### src/rtl/spi_tx_burst_ctrl_if.sv
// FIFO read port and SPI master TX beat handshake used by spi_tx_burst_ctrl.
// master = the controller side, slave = the FIFO / SPI core side.
interface spi_tx_burst_ctrl_if #(
  parameter int unsigned FIFO_WIDTH = 32,
  parameter int unsigned SPI_WIDTH  = 8
);
  logic                  fifo_empty;
  logic [FIFO_WIDTH-1:0] fifo_read_data;
  logic                  fifo_read_en;
  logic                  spi_tx_ready;
  logic                  spi_tx_data_valid;
  logic [SPI_WIDTH-1:0]  spi_tx_data;

  modport master (
    input  fifo_empty,
    input  fifo_read_data,
    input  spi_tx_ready,
    output fifo_read_en,
    output spi_tx_data_valid,
    output spi_tx_data
  );

  modport slave (
    output fifo_empty,
    output fifo_read_data,
    output spi_tx_ready,
    input  fifo_read_en,
    input  spi_tx_data_valid,
    input  spi_tx_data
  );
endinterface

### src/rtl/spi_tx_burst_ctrl.sv
// FIFO-to-SPI transmit controller: splits FIFO words into SPI beats and groups
// words into fixed-length or continuous frames, with mid-frame underrun abort.
module spi_tx_burst_ctrl #(
  parameter int unsigned FIFO_WIDTH       = 32,
  parameter int unsigned SPI_WIDTH        = 8,
  parameter int unsigned LEN_W            = 8,
  parameter bit          MSB_FIRST        = 1'b1,
  parameter int unsigned UNDERRUN_TIMEOUT = 16
) (
  input  logic                   clk,
  input  logic                   rst,
  input  logic                   enable,
  input  logic [LEN_W-1:0]       burst_len,
  spi_tx_burst_ctrl_if.master    bus,
  output logic                   frame_active,
  output logic                   frame_done,
  output logic                   underrun_err
);

  localparam int unsigned BEATS  = FIFO_WIDTH / SPI_WIDTH;
  localparam int unsigned BEAT_W = (BEATS > 1) ? $clog2(BEATS) : 1;
  localparam int unsigned TO_W   = $clog2(UNDERRUN_TIMEOUT + 1);

  localparam logic [BEAT_W-1:0] LAST_BEAT = BEAT_W'(BEATS - 1);
  localparam logic [TO_W-1:0]   TO_LIMIT  = TO_W'(UNDERRUN_TIMEOUT);

  typedef enum logic [2:0] {
    IDLE,
    FETCH,
    CAPTURE,
    SEND,
    WAIT_DATA,
    END
  } state_t;

  state_t                state;
  logic [FIFO_WIDTH-1:0] shreg;
  logic [FIFO_WIDTH-1:0] shreg_adv;
  logic [BEAT_W-1:0]     beat;
  logic [LEN_W-1:0]      word_cnt;
  logic [LEN_W-1:0]      word_cnt_inc;
  logic [LEN_W-1:0]      len_lat;
  logic [TO_W-1:0]       to_cnt;
  logic [TO_W-1:0]       to_cnt_inc;
  logic                  fixed_mode;

  logic                  read_en_q;
  logic                  valid_q;
  logic [SPI_WIDTH-1:0]  data_q;

  assign bus.fifo_read_en      = read_en_q;
  assign bus.spi_tx_data_valid = valid_q;
  assign bus.spi_tx_data       = data_q;

  // The beat on the wire is always the leading slice of the shift register,
  // so the outgoing order is chosen purely by the shift direction.
  function automatic logic [SPI_WIDTH-1:0] lead_beat(input logic [FIFO_WIDTH-1:0] w);
    if (MSB_FIRST) return w[FIFO_WIDTH-1 -: SPI_WIDTH];
    else           return w[SPI_WIDTH-1:0];
  endfunction

  always_comb begin
    shreg_adv = '0;
    if (MSB_FIRST) shreg_adv = shreg << SPI_WIDTH;
    else           shreg_adv = shreg >> SPI_WIDTH;
  end

  assign word_cnt_inc = word_cnt + LEN_W'(1);
  assign to_cnt_inc   = to_cnt + TO_W'(1);
  assign fixed_mode   = (len_lat != '0);

  always_ff @(posedge clk or posedge rst) begin
    if (rst) begin
      state        <= IDLE;
      shreg        <= '0;
      beat         <= '0;
      word_cnt     <= '0;
      len_lat      <= '0;
      to_cnt       <= '0;
      read_en_q    <= 1'b0;
      valid_q      <= 1'b0;
      data_q       <= '0;
      frame_active <= 1'b0;
      frame_done   <= 1'b0;
      underrun_err <= 1'b0;
    end else begin
      read_en_q    <= 1'b0;
      frame_done   <= 1'b0;
      underrun_err <= 1'b0;

      unique case (state)
        IDLE: begin
          if (enable && !bus.fifo_empty) begin
            state        <= FETCH;
            len_lat      <= burst_len;
            word_cnt     <= '0;
            read_en_q    <= 1'b1;
            frame_active <= 1'b1;
          end
        end

        FETCH: begin
          state <= CAPTURE;
        end

        CAPTURE: begin
          shreg   <= bus.fifo_read_data;
          beat    <= '0;
          valid_q <= 1'b1;
          data_q  <= lead_beat(bus.fifo_read_data);
          state   <= SEND;
        end

        SEND: begin
          if (bus.spi_tx_ready) begin
            if (beat != LAST_BEAT) begin
              beat   <= beat + BEAT_W'(1);
              shreg  <= shreg_adv;
              data_q <= lead_beat(shreg_adv);
            end else begin
              valid_q  <= 1'b0;
              data_q   <= '0;
              word_cnt <= word_cnt_inc;
              // Priority: frame length reached, then enable drop, then data.
              if (fixed_mode && (word_cnt_inc == len_lat)) begin
                state      <= END;
                frame_done <= 1'b1;
              end else if (!enable) begin
                state      <= END;
                frame_done <= 1'b1;
              end else if (!bus.fifo_empty) begin
                state     <= FETCH;
                read_en_q <= 1'b1;
              end else if (fixed_mode) begin
                state  <= WAIT_DATA;
                to_cnt <= '0;
              end else begin
                state      <= END;
                frame_done <= 1'b1;
              end
            end
          end
        end

        WAIT_DATA: begin
          if (!bus.fifo_empty) begin
            state     <= FETCH;
            read_en_q <= 1'b1;
          end else if (!enable) begin
            state      <= END;
            frame_done <= 1'b1;
          end else if (to_cnt_inc == TO_LIMIT) begin
            state        <= END;
            frame_done   <= 1'b1;
            underrun_err <= 1'b1;
          end else begin
            to_cnt <= to_cnt_inc;
          end
        end

        END: begin
          state        <= IDLE;
          frame_active <= 1'b0;
        end

        default: begin
          state        <= IDLE;
          frame_active <= 1'b0;
          valid_q      <= 1'b0;
          data_q       <= '0;
        end
      endcase
    end
  end

endmodule

### src/flat_wrapper.sv
// flat-port wrapper written by rule: the top's interface ports become plain ports
module spi_tx_burst_ctrl_flat 
#(
  parameter int unsigned FIFO_WIDTH       = 32,
  parameter int unsigned SPI_WIDTH        = 8,
  parameter int unsigned LEN_W            = 8,
  parameter bit          MSB_FIRST        = 1'b1,
  parameter int unsigned UNDERRUN_TIMEOUT = 16
)
  (clk, rst, enable, burst_len, frame_active, frame_done, underrun_err, bus_fifo_empty, bus_fifo_read_data, bus_spi_tx_ready, bus_fifo_read_en, bus_spi_tx_data_valid, bus_spi_tx_data);
  spi_tx_burst_ctrl_if #(.FIFO_WIDTH(FIFO_WIDTH), .SPI_WIDTH(SPI_WIDTH)) bus_i ();
  input  logic clk;
  input  logic rst;
  input  logic enable;
  input  logic [LEN_W-1:0] burst_len;
  output logic frame_active;
  output logic frame_done;
  output logic underrun_err;
  input wire logic [$bits(bus_i.fifo_empty)-1:0] bus_fifo_empty;
  input wire logic [$bits(bus_i.fifo_read_data)-1:0] bus_fifo_read_data;
  input wire logic [$bits(bus_i.spi_tx_ready)-1:0] bus_spi_tx_ready;
  output wire logic [$bits(bus_i.fifo_read_en)-1:0] bus_fifo_read_en;
  output wire logic [$bits(bus_i.spi_tx_data_valid)-1:0] bus_spi_tx_data_valid;
  output wire logic [$bits(bus_i.spi_tx_data)-1:0] bus_spi_tx_data;
  assign bus_i.fifo_empty = bus_fifo_empty;
  assign bus_i.fifo_read_data = bus_fifo_read_data;
  assign bus_i.spi_tx_ready = bus_spi_tx_ready;
  assign bus_fifo_read_en = bus_i.fifo_read_en;
  assign bus_spi_tx_data_valid = bus_i.spi_tx_data_valid;
  assign bus_spi_tx_data = bus_i.spi_tx_data;
  spi_tx_burst_ctrl #(.FIFO_WIDTH(FIFO_WIDTH), .SPI_WIDTH(SPI_WIDTH), .LEN_W(LEN_W), .MSB_FIRST(MSB_FIRST), .UNDERRUN_TIMEOUT(UNDERRUN_TIMEOUT)) u_core (.clk(clk), .rst(rst), .enable(enable), .burst_len(burst_len), .bus(bus_i), .frame_active(frame_active), .frame_done(frame_done), .underrun_err(underrun_err));
endmodule
### config.mk
export PLATFORM = sky130hd
export DESIGN_NAME = spi_tx_burst_ctrl_flat
export DESIGN_NICKNAME = d
export VERILOG_FILES = /design/src/rtl/spi_tx_burst_ctrl_if.sv /design/src/rtl/spi_tx_burst_ctrl.sv /design/src/flat_wrapper.sv
export SDC_FILE = /design/constraint.sdc
export NUM_CORES = 1
export LEC_CHECK = 0
export BUFFER_PORTS_ARGS = -buffer_cell sky130_fd_sc_hd__buf_2
export CORE_ASPECT_RATIO = 0.7
export CORE_UTILIZATION = 60
export DETAILED_ROUTE_END_ITERATION = 10
export GPL_ROUTABILITY_DRIVEN = 0
export GPL_TIMING_DRIVEN = 0
export PLACE_DENSITY_LB_ADDON = 0.08
export SYNTH_ARGS = -nofsm -noshare
export SYNTH_HDL_FRONTEND = slang
export SYNTH_SLANG_ARGS = --single-unit
### constraint.sdc
create_clock -name clk -period 3.9 [get_ports clk]
set_clock_uncertainty 0.1 [all_clocks]
set_input_delay 0.585 -clock clk [delete_from_list [all_inputs] [get_ports clk]]
set_output_delay 0.585 -clock clk [all_outputs]
set_load 0.005 [all_outputs]
== After elaboration in Yosys (flattened, before gate mapping) ==
Index checks and enable logic that the tools add are counted.
Storage, ports and cells
  flip-flop bits (word level): 63
  bits in latches: 0
  output and inout bits: 13
  memory bits (read-only): 0
  memory bits (writable): 0
  memories kept: 0
  logic and storage cells: 114
Cells by class
  div/mod/pow operators: 0
  shift-type cells: 0
  multiplexer cells: 59
  multipliers: 0
  $add $sub $neg: 3
  reduce and logical (&&, ||, !) cells: 18
  eq/ne operators: 20
  $lt $le $gt $ge: 0
  bitwise logic cells: 2
Operator list (number)
  $mux 24: 2
  $pmux 24 s2: 1
  $mux 5: 9
  $mux 8: 5
  $mux 3: 9
  $pmux 8 s3: 1
  $mux 1: 22
  $ne 2x2->1 const B: 9
  $pmux 8 s2: 1
  $pmux 3 s5: 1
  $pmux 5 s2: 1
  $reduce_and 10->1: 1
  $add 8x1->8 const B: 1
  $eq 8x8->1: 1
  $reduce_and 4->1: 2
  $reduce_bool 8->1: 1
  $reduce_or 4->1: 2
  $eq 3x2->1 const B: 2
  $eq 3x3->1 const B: 2
  $ne 2x1->1 const B: 3
  $pmux 1 s3: 2
  $reduce_and 2->1: 3
  $reduce_and 3->1: 2
  $reduce_bool 2->1: 3
  other kinds (12): 16

== Depth between registers and ports, before layout ==
Gate-level depths: netlist (run 1).
  depth in word-level cells: 8
  mapped depth: 9
  gate-level depth less buffers: 7

== Worst setup path after synthesis (run 1) ==
OpenSTA, ideal clock, no wires.
  kind: flip-flop to flip-flop
  start point: reg u_core.word_cnt[0]
  end point: reg u_core.read_en_q, in the netlist u_core.bus.fifo_read_en
  stages on the path, launching flop included: 9
  arrival time: 2.005 ns
  slack: 1.675 ns
  setup time: 0.120 ns
  buffers on the path: 1
  cells stage by stage: dfrtp_1 > ha_1 > xor2_1 > a311oi_1 > o2111ai_1 > nor4_1 > a21bo_2 > buf_2 > a31o_1
Between the ends
  word-level cells in the longest chain between the ends: 7
RTL lines
  start: declaration: line spi_tx_burst_ctrl.sv:40  | logic [LEN_W-1:0] word_cnt;
  start signal: assignment: line spi_tx_burst_ctrl.sv:123  | word_cnt <= word_cnt_inc;
  $add 8x1->8: line spi_tx_burst_ctrl.sv:68  | assign word_cnt_inc = word_cnt + LEN_W'(1);
  $eq 8x8->1: line spi_tx_burst_ctrl.sv:125  | if (fixed_mode && (word_cnt_inc == len_lat)) begin
  $logic_and 1x1->1: line spi_tx_burst_ctrl.sv:125
  $mux 1: line spi_tx_burst_ctrl.sv:125
  $mux 1: line spi_tx_burst_ctrl.sv:116  | if (beat != LAST_BEAT) begin
  $mux 1: line spi_tx_burst_ctrl.sv:115  | if (bus.spi_tx_ready) begin
  $pmux 1 s3: line spi_tx_burst_ctrl.sv:91  | unique case (state)
  end signal: assignment: line spi_tx_burst_ctrl.sv:87  | read_en_q <= 1'b0;
  end signal: assignment: line spi_tx_burst_ctrl.sv:97  | read_en_q <= 1'b1;
  end signal: assignment: line spi_tx_burst_ctrl.sv:133  | read_en_q <= 1'b1;
  end: declaration: line spi_tx_burst_ctrl.sv:47  | logic read_en_q;
No other way between the ends.
A chain may end at the register's enable or synchronous reset.

== Worst setup path after layout (run 1) ==
Ends and elaborated chain as after synthesis.

==> results of run 1 <==
==> through the flow <==
stage	util, %	hold slack (ps)	area, sq um
floorplan	-	363	3220
global placement	72.1	356	3580
detailed placement	72.5	366	3600
CTS	77.2	195	3830
global route	77.2	211	3830
finish	77.2	178	3830
==> final cells by class <==
type	count	area (sq um)	share of cell area, %
multi-input cells	253	1510	39.4
flip-flops and latches	63	1580	41.1
clock buffers	12	165	4.31
clock inverters	3	65.1	1.70
inverters	7	26.3	0.686
well taps	69	86.3	2.25
repair buffers	57	300	7.84
plain buffers	21	103	2.68
==> Yosys cell counts (4+ instances only) <==
master,number
a21oi_1,16
a22o_1,9
a22oi_1,9
a31oi_1,19
buf_2,4
clkbuf_1,13
dfrtp_1,63
inv_1,7
mux2_2,7
nand2_1,61
nand3_1,5
nor2_1,30
o21ai_0,27
o21ai_1,4
xnor2_1,6
xor2_1,4
==> logic make-up after synthesis <==
kind of cell / count (synthesis)
muxes: 7
AOI/OAI and AO/OA: 109
adders and majority gates: 3
xor gates and xnor gates: 10
and+or+nand+nor: 124
buffers and inverters: 28
DFF: 63
==> registers in the layout, indices dropped and copies added, names as in the netlist <==
register / flops
u_core.bus.spi_tx_data: 8
u_core.to_cnt: 5
u_core.bus.fifo_read_en: 1
u_core.underrun_err: 1
u_core.beat: 2
u_core.frame_done: 1
u_core.bus.spi_tx_data_valid: 1
u_core.shreg: 24
u_core.len_lat: 8
u_core.word_cnt: 8
u_core.state: 3
u_core.frame_active: 1
==> worst max path at each step <==
stage	start	end	cells past startpoint
final	u_core.word_cnt[0]$_DFFE_PP0P_	u_core.bus.fifo_read_en$_DFF_PP0_	8
after detailed placement	u_core.word_cnt[0]$_DFFE_PP0P_	u_core.bus.fifo_read_en$_DFF_PP0_	8
after global routing	u_core.word_cnt[0]$_DFFE_PP0P_	u_core.bus.fifo_read_en$_DFF_PP0_	8
after global placement	rst	u_core.bus.spi_tx_data[2]$_DFFE_PP0P_	2
after floorplan	rst	u_core.beat[0]$_DFFE_PP0P_	1
after CTS	u_core.word_cnt[0]$_DFFE_PP0P_	u_core.bus.fifo_read_en$_DFF_PP0_	8
==> power by group through the flow <==
stage | combinational (uW) | clock, uW | sequential [uW]
3_3_place_gp | 1040 | 0 | 1120
5_1_grt | 1260 | 689 | 1160
2_1_floorplan | 810 | 0 | 1080
3_5_place_dp | 1090 | 0 | 1130
4_1_cts | 1100 | 660 | 1120
6_report | 1110 | 658 | 1130
==> layer usage <==
layer,track usage (%),wire (um),up-vias
met1,42.0,3600,1371
met3,9.70,493,15
li1,-,-,1386
met4,9.52,113,0
met2,47.4,3570,113
met5,0,0,-
==> flow_summary.json, run 1 <==
{
  "synth_seq_cells": 63,
  "final_common_cell": "dfrtp_1",
  "io_buffers": 56,
  "stdcell_count": 485,
  "reg2reg_to": "u_core.bus.fifo_read_en$_DFF_PP0_",
  "grt_pass1_wl_mm": 13.0,
  "synth_cells": 344,
  "antenna_found_initial": 0,
  "p_clk_share_pct": 22.7,
  "hold_viol_final": 0,
  "die_x_um": 89.5,
  "dr_total_vias": 2885,
  "seqPwrFrac_pct": 38.9,
  "layout_setup_ws_ps": 1460,
  "synthArstFlopShare_pct": 100,
  "crit_buf_inv": 1,
  "end_kind": "flip-flop",
  "dp_cells": 470,
  "syn_nets": 392,
  "numCtsBuffers": 9,
  "synthFlopType": "dfrtp_1",
  "path_delay_family": "compound AO/OA/AOI/OAI gates",
  "grt_pass1_vias": 2731,
  "cp_max_fo": 9,
  "yosys.area_share.simple_pct": 17.7,
  "rsz0062_at_grt": "false",
  "synth_area_per_cell_sq_um": 9.35,
  "clockBufferDepth": 2,
  "hpwl_mm": 5.47,
  "synthAdderAreaFrac_pct": 1.17,
  "r2r-start": "u_core.word_cnt[0]$_DFFE_PP0P_",
  "tightest_slew_ps": 659,
  "synth-edff-count": 0,
  "root_buffer": "clkbuf_8",
  "wirelength_mm": 7.77,
  "synth_area_leader_cell": "dfrtp_1",
  "switching_share_pct": 38.6,
  "ys_warn_count": 0,
  "ant_nets": 0,
  "setup_tns_ps": 0,
  "grt_max_degree": 40,
  "drive_gt1_share_pct": 22.6,
  "cp-start-kind": "flip-flop",
  "cts_htree_levels": 3,
  "power_density_nw_per_um2": 757,
  "cts_tree": "yes",
  "relSlewSlack_pct": 55.8,
  "synth_xor_area_share_pct": 2.72,
  "clk_latency_ps": 350,
  "hold_class": "in2async",
  "period_minus_slack_ps": 2440,
  "setup_viol": 0,
  "p_total_uw": 2900,
  "crit_chain": "ha_1, xor2_1, a311oi_1, o2111ai_1, nor4_1, a21bo_2, buf_2, a31o_1",
  "reg2reg_depth": 8,
  "placementRows": 21,
  "initial_utilization_pct": 64.8,
  "netSwitchingPower_uw": 1120,
  "synthMuxAreaShare_pct": 2.45,
  "synth_top_family_by_area": "compound AO/OA/AOI/OAI gates",
  "synth-compound-area-share_pct": 22.9,
  "mostFrequentLayoutCells": "dfrtp_1 (63), nand2_1 (61), buf_2 (60)",
  "seq_area_frac_synth_pct": 49.0,
  "finalMaxSlewViolations": 0,
  "drc": 0,
  "path_class": "reg2reg",
  "area_growth_pct": 19.2,
  "synth_top_area_share_pct": 49.0,
  "dieArea_sq_um": 5660,
  "grt_overflow": 0,
  "ios": 58,
  "synth_cell_types": 57,
  "synth.area.top_cells": "dfrtp_1 (49%), nand2_1 (7.1%), o21ai_0 (4.2%), a31oi_1 (3.7%), nor2_1 (3.5%)",
  "slowest_stage": "dfrtp_1",
  "diodes": 0,
  "netlist_area_sq_um": 3220,
  "die_h_um": 63.3,
  "max_freq_mhz": 410,
  "cap_viol_max_count": 0,
  "crit_required_ps": 4040,
  "cts_resized": 0,
  "vdd.ir_drop.worst_mv": 0.423,
  "fill_cells": 344,
  "viasPerCell": 5.95,
  "nNetsFinal": 460,
  "clk_pin_slew_ps": 70,
  "post_cts_buffers": 0,
  "drt_iter0_markers": 307,
  "max_stage_delay_ps": 450,
  "grt_use_total_pct": 31.0,
  "rrSetupSlack_ps": 1460,
  "preCtsSetupSlack_ps": 1460,
  "firstDrtPassIters": 5,
  "avgRoutedWirePerCell_um": 16.0,
  "combPwrFrac_pct": 38.4,
  "coreArea_sq_um": 4970,
  "outcome": "complete, no violations",
  "clock-sinks": 63,
  "power.leakage_uw": 0.00177,
  "cts_hold_buf": 0,
  "p_int_uw": 1780,
  "fin_crit_sh_pct": 62.6,
  "arrival_ps": 2580
}
No activity file was read; power rests on OpenSTA's default activity.
==> run 2, diff against run 1 <==
Settings changed: CORE_UTILIZATION 60 to 56.
Clock period 3.9 ns to 2.35 ns, I/O delays scaled along.
==> run 2 against run 1 <==
Compared with the run above:
- clock power up 38%
- first-iteration DRC count is 27% lower
- sequential power rose by 65%
==> flow_summary.json, run 2 (synthesis gave the netlist of run 1 again) <==
{
  "firstDrtPassIters": 5,
  "final_common_cell": "dfrtp_1",
  "max_freq_mhz": 435,
  "drive_gt1_share_pct": 24.9,
  "largest_reg_flops": 24,
  "cp-start-kind": "flip-flop",
  "drc": 0,
  "power.leakage_uw": 0.00179,
  "die_x_um": 92.6,
  "path_class": "reg2reg",
  "clk_pin_slew_ps": 70,
  "drt_iter0_markers": 224,
  "initial_utilization_pct": 59.6,
  "grt_use_total_pct": 26.9,
  "hold_class": "in2reg",
  "outcome": "complete, no violations",
  "die_h_um": 65.4,
  "cp_max_fo": 7,
  "viasPerCell": 5.91,
  "rrSetupSlack_ps": 50,
  "cts_tree": "yes",
  "setup_viol": 0,
  "diodes": 0,
  "grt_pass1_vias": 2667,
  "tightest_slew_ps": 605,
  "numCtsBuffers": 9,
  "grt_pass1_wl_mm": 12.4,
  "fin_crit_sh_pct": 97.9,
  "coreArea_sq_um": 5400,
  "arrival_ps": 2460,
  "grt_overflow": 0,
  "max_stage_delay_ps": 430,
  "clock-sinks": 63,
  "clk_latency_ps": 340,
  "power_density_nw_per_um2": 1200,
  "dr_total_vias": 2914,
  "period_minus_slack_ps": 2300,
  "end_kind": "flip-flop",
  "area_growth_pct": 21.3,
  "finalMaxSlewViolations": 0,
  "io_buffers": 56,
  "rsz0062_at_grt": "true",
  "wirelength_mm": 7.62,
  "cap_viol_max_count": 0,
  "grt_max_degree": 43,
  "p_total_uw": 4690,
  "dieArea_sq_um": 6050,
  "crit_chain": "buf_6, and2_1, clkbuf_4, nand4_1, xnor2_2, nor4_2, buf_4, a21bo_4, a21oi_1",
  "dp_cells": 473,
  "hpwl_mm": 5.22,
  "ant_nets": 0,
  "layout_setup_ws_ps": 49.8,
  "root_buffer": "clkbuf_8",
  "setup_tns_ps": 0,
  "regMostFlops": "u_core.shreg",
  "placementRows": 22,
  "relSlewSlack_pct": 59.4,
  "clockBufferDepth": 2,
  "fill_cells": 429,
  "avgRoutedWirePerCell_um": 15.5,
  "preCtsSetupSlack_ps": -58.2,
  "ios": 58,
  "cts_htree_levels": 3,
  "hold_viol_final": 0,
  "crit_required_ps": 2510,
  "vdd.ir_drop.worst_mv": 0.611,
  "stdcell_count": 493,
  "mostFrequentLayoutCells": "dfrtp_1 (63), nand2_1 (61), buf_2 (58)",
  "slowest_stage": "dfrtp_1",
  "antenna_found_initial": 0,
  "nNetsFinal": 464
}
-- run 2: power by group --
| group | total (uW) | internal (uW) | switching, uW |
|---|---|---|---|
| combinational | 1910 | 819 | 1090 |
| sequential | 1870 | 1520 | 344 |
| clock | 911 | 486 | 425 |
-- run 2: worst paths after layout --
path	from	endpoint	cells past startpoint
min in group asynchronous	rst	u_core.shreg[1]$_DFFE_PP0P_	3
worst max register to register	u_core.word_cnt[0]$_DFFE_PP0P_	u_core.state[2]$_DFFE_PP0P_	9
worst min register to register	u_core.bus.spi_tx_data[2]$_DFFE_PP0P_	u_core.bus.spi_tx_data[2]$_DFFE_PP0P_	2
worst max-delay path	u_core.word_cnt[0]$_DFFE_PP0P_	u_core.state[2]$_DFFE_PP0P_	9
max in group asynchronous	rst	u_core.bus.fifo_read_en$_DFF_PP0_	4
worst min-delay path	burst_len[4]	u_core.len_lat[4]$_DFFE_PP0P_	3
-- run 2: cell type report --
class,instances,area (sq um),share of cell area (%)
Inverter,7,26.3,0.674
Clock buffer,10,128,3.27
Clock inverter,6,61.3,1.57
Buffer,20,103,2.63
Tap cell,72,90.1,2.31
Multi-Input combinational cell,254,1580,40.5
Timing Repair Buffer,61,337,8.63
Sequential cell,63,1580,40.4
-- run 2: through the flow --
| step | hold slack (ps) | instance area (sq um) | util (%) |
|---|---|---|---|
| floorplan | 363 | 3220 | - |
| global placement | 357 | 3590 | 66.5 |
| detailed placement | 290 | 3610 | 66.8 |
| CTS | 116 | 3810 | 70.6 |
| global route | 120 | 3900 | 72.3 |
| finish | 122 | 3900 | 72.3 |
-- run 2: what timing repair did --
| action | CTS | global route |
|---|---|---|
| buffers inserted | 1 | 2 |
| hold endpoints to repair | 21 | 0 |
| hold buffers | 1 | 0 |
| pin swaps | 0 | 4 |
| setup endpoints to repair | 3 | 12 |
| cloned | 0 | 1 |
| gates resized for setup | 0 | 15 |
-- run 2: worst max-delay path: cells and delay by family, from the launching register on --
family          cells  cell delay [ps]
buf+inv             3              480
xor+xnor            1              210
flops               1              430
compound gates      2              380
simple gates        3              620
-- run 2: per-layer routing --
metal | routed length, um | GRT usage, % | up-vias
li1 | - | - | 1393
met1 | 3710 | 38.7 | 1402
met2 | 3370 | 40.2 | 115
met3 | 490 | 6.60 | 4
met4 | 49 | 8.40 | 0
met5 | 0 | 0 | -
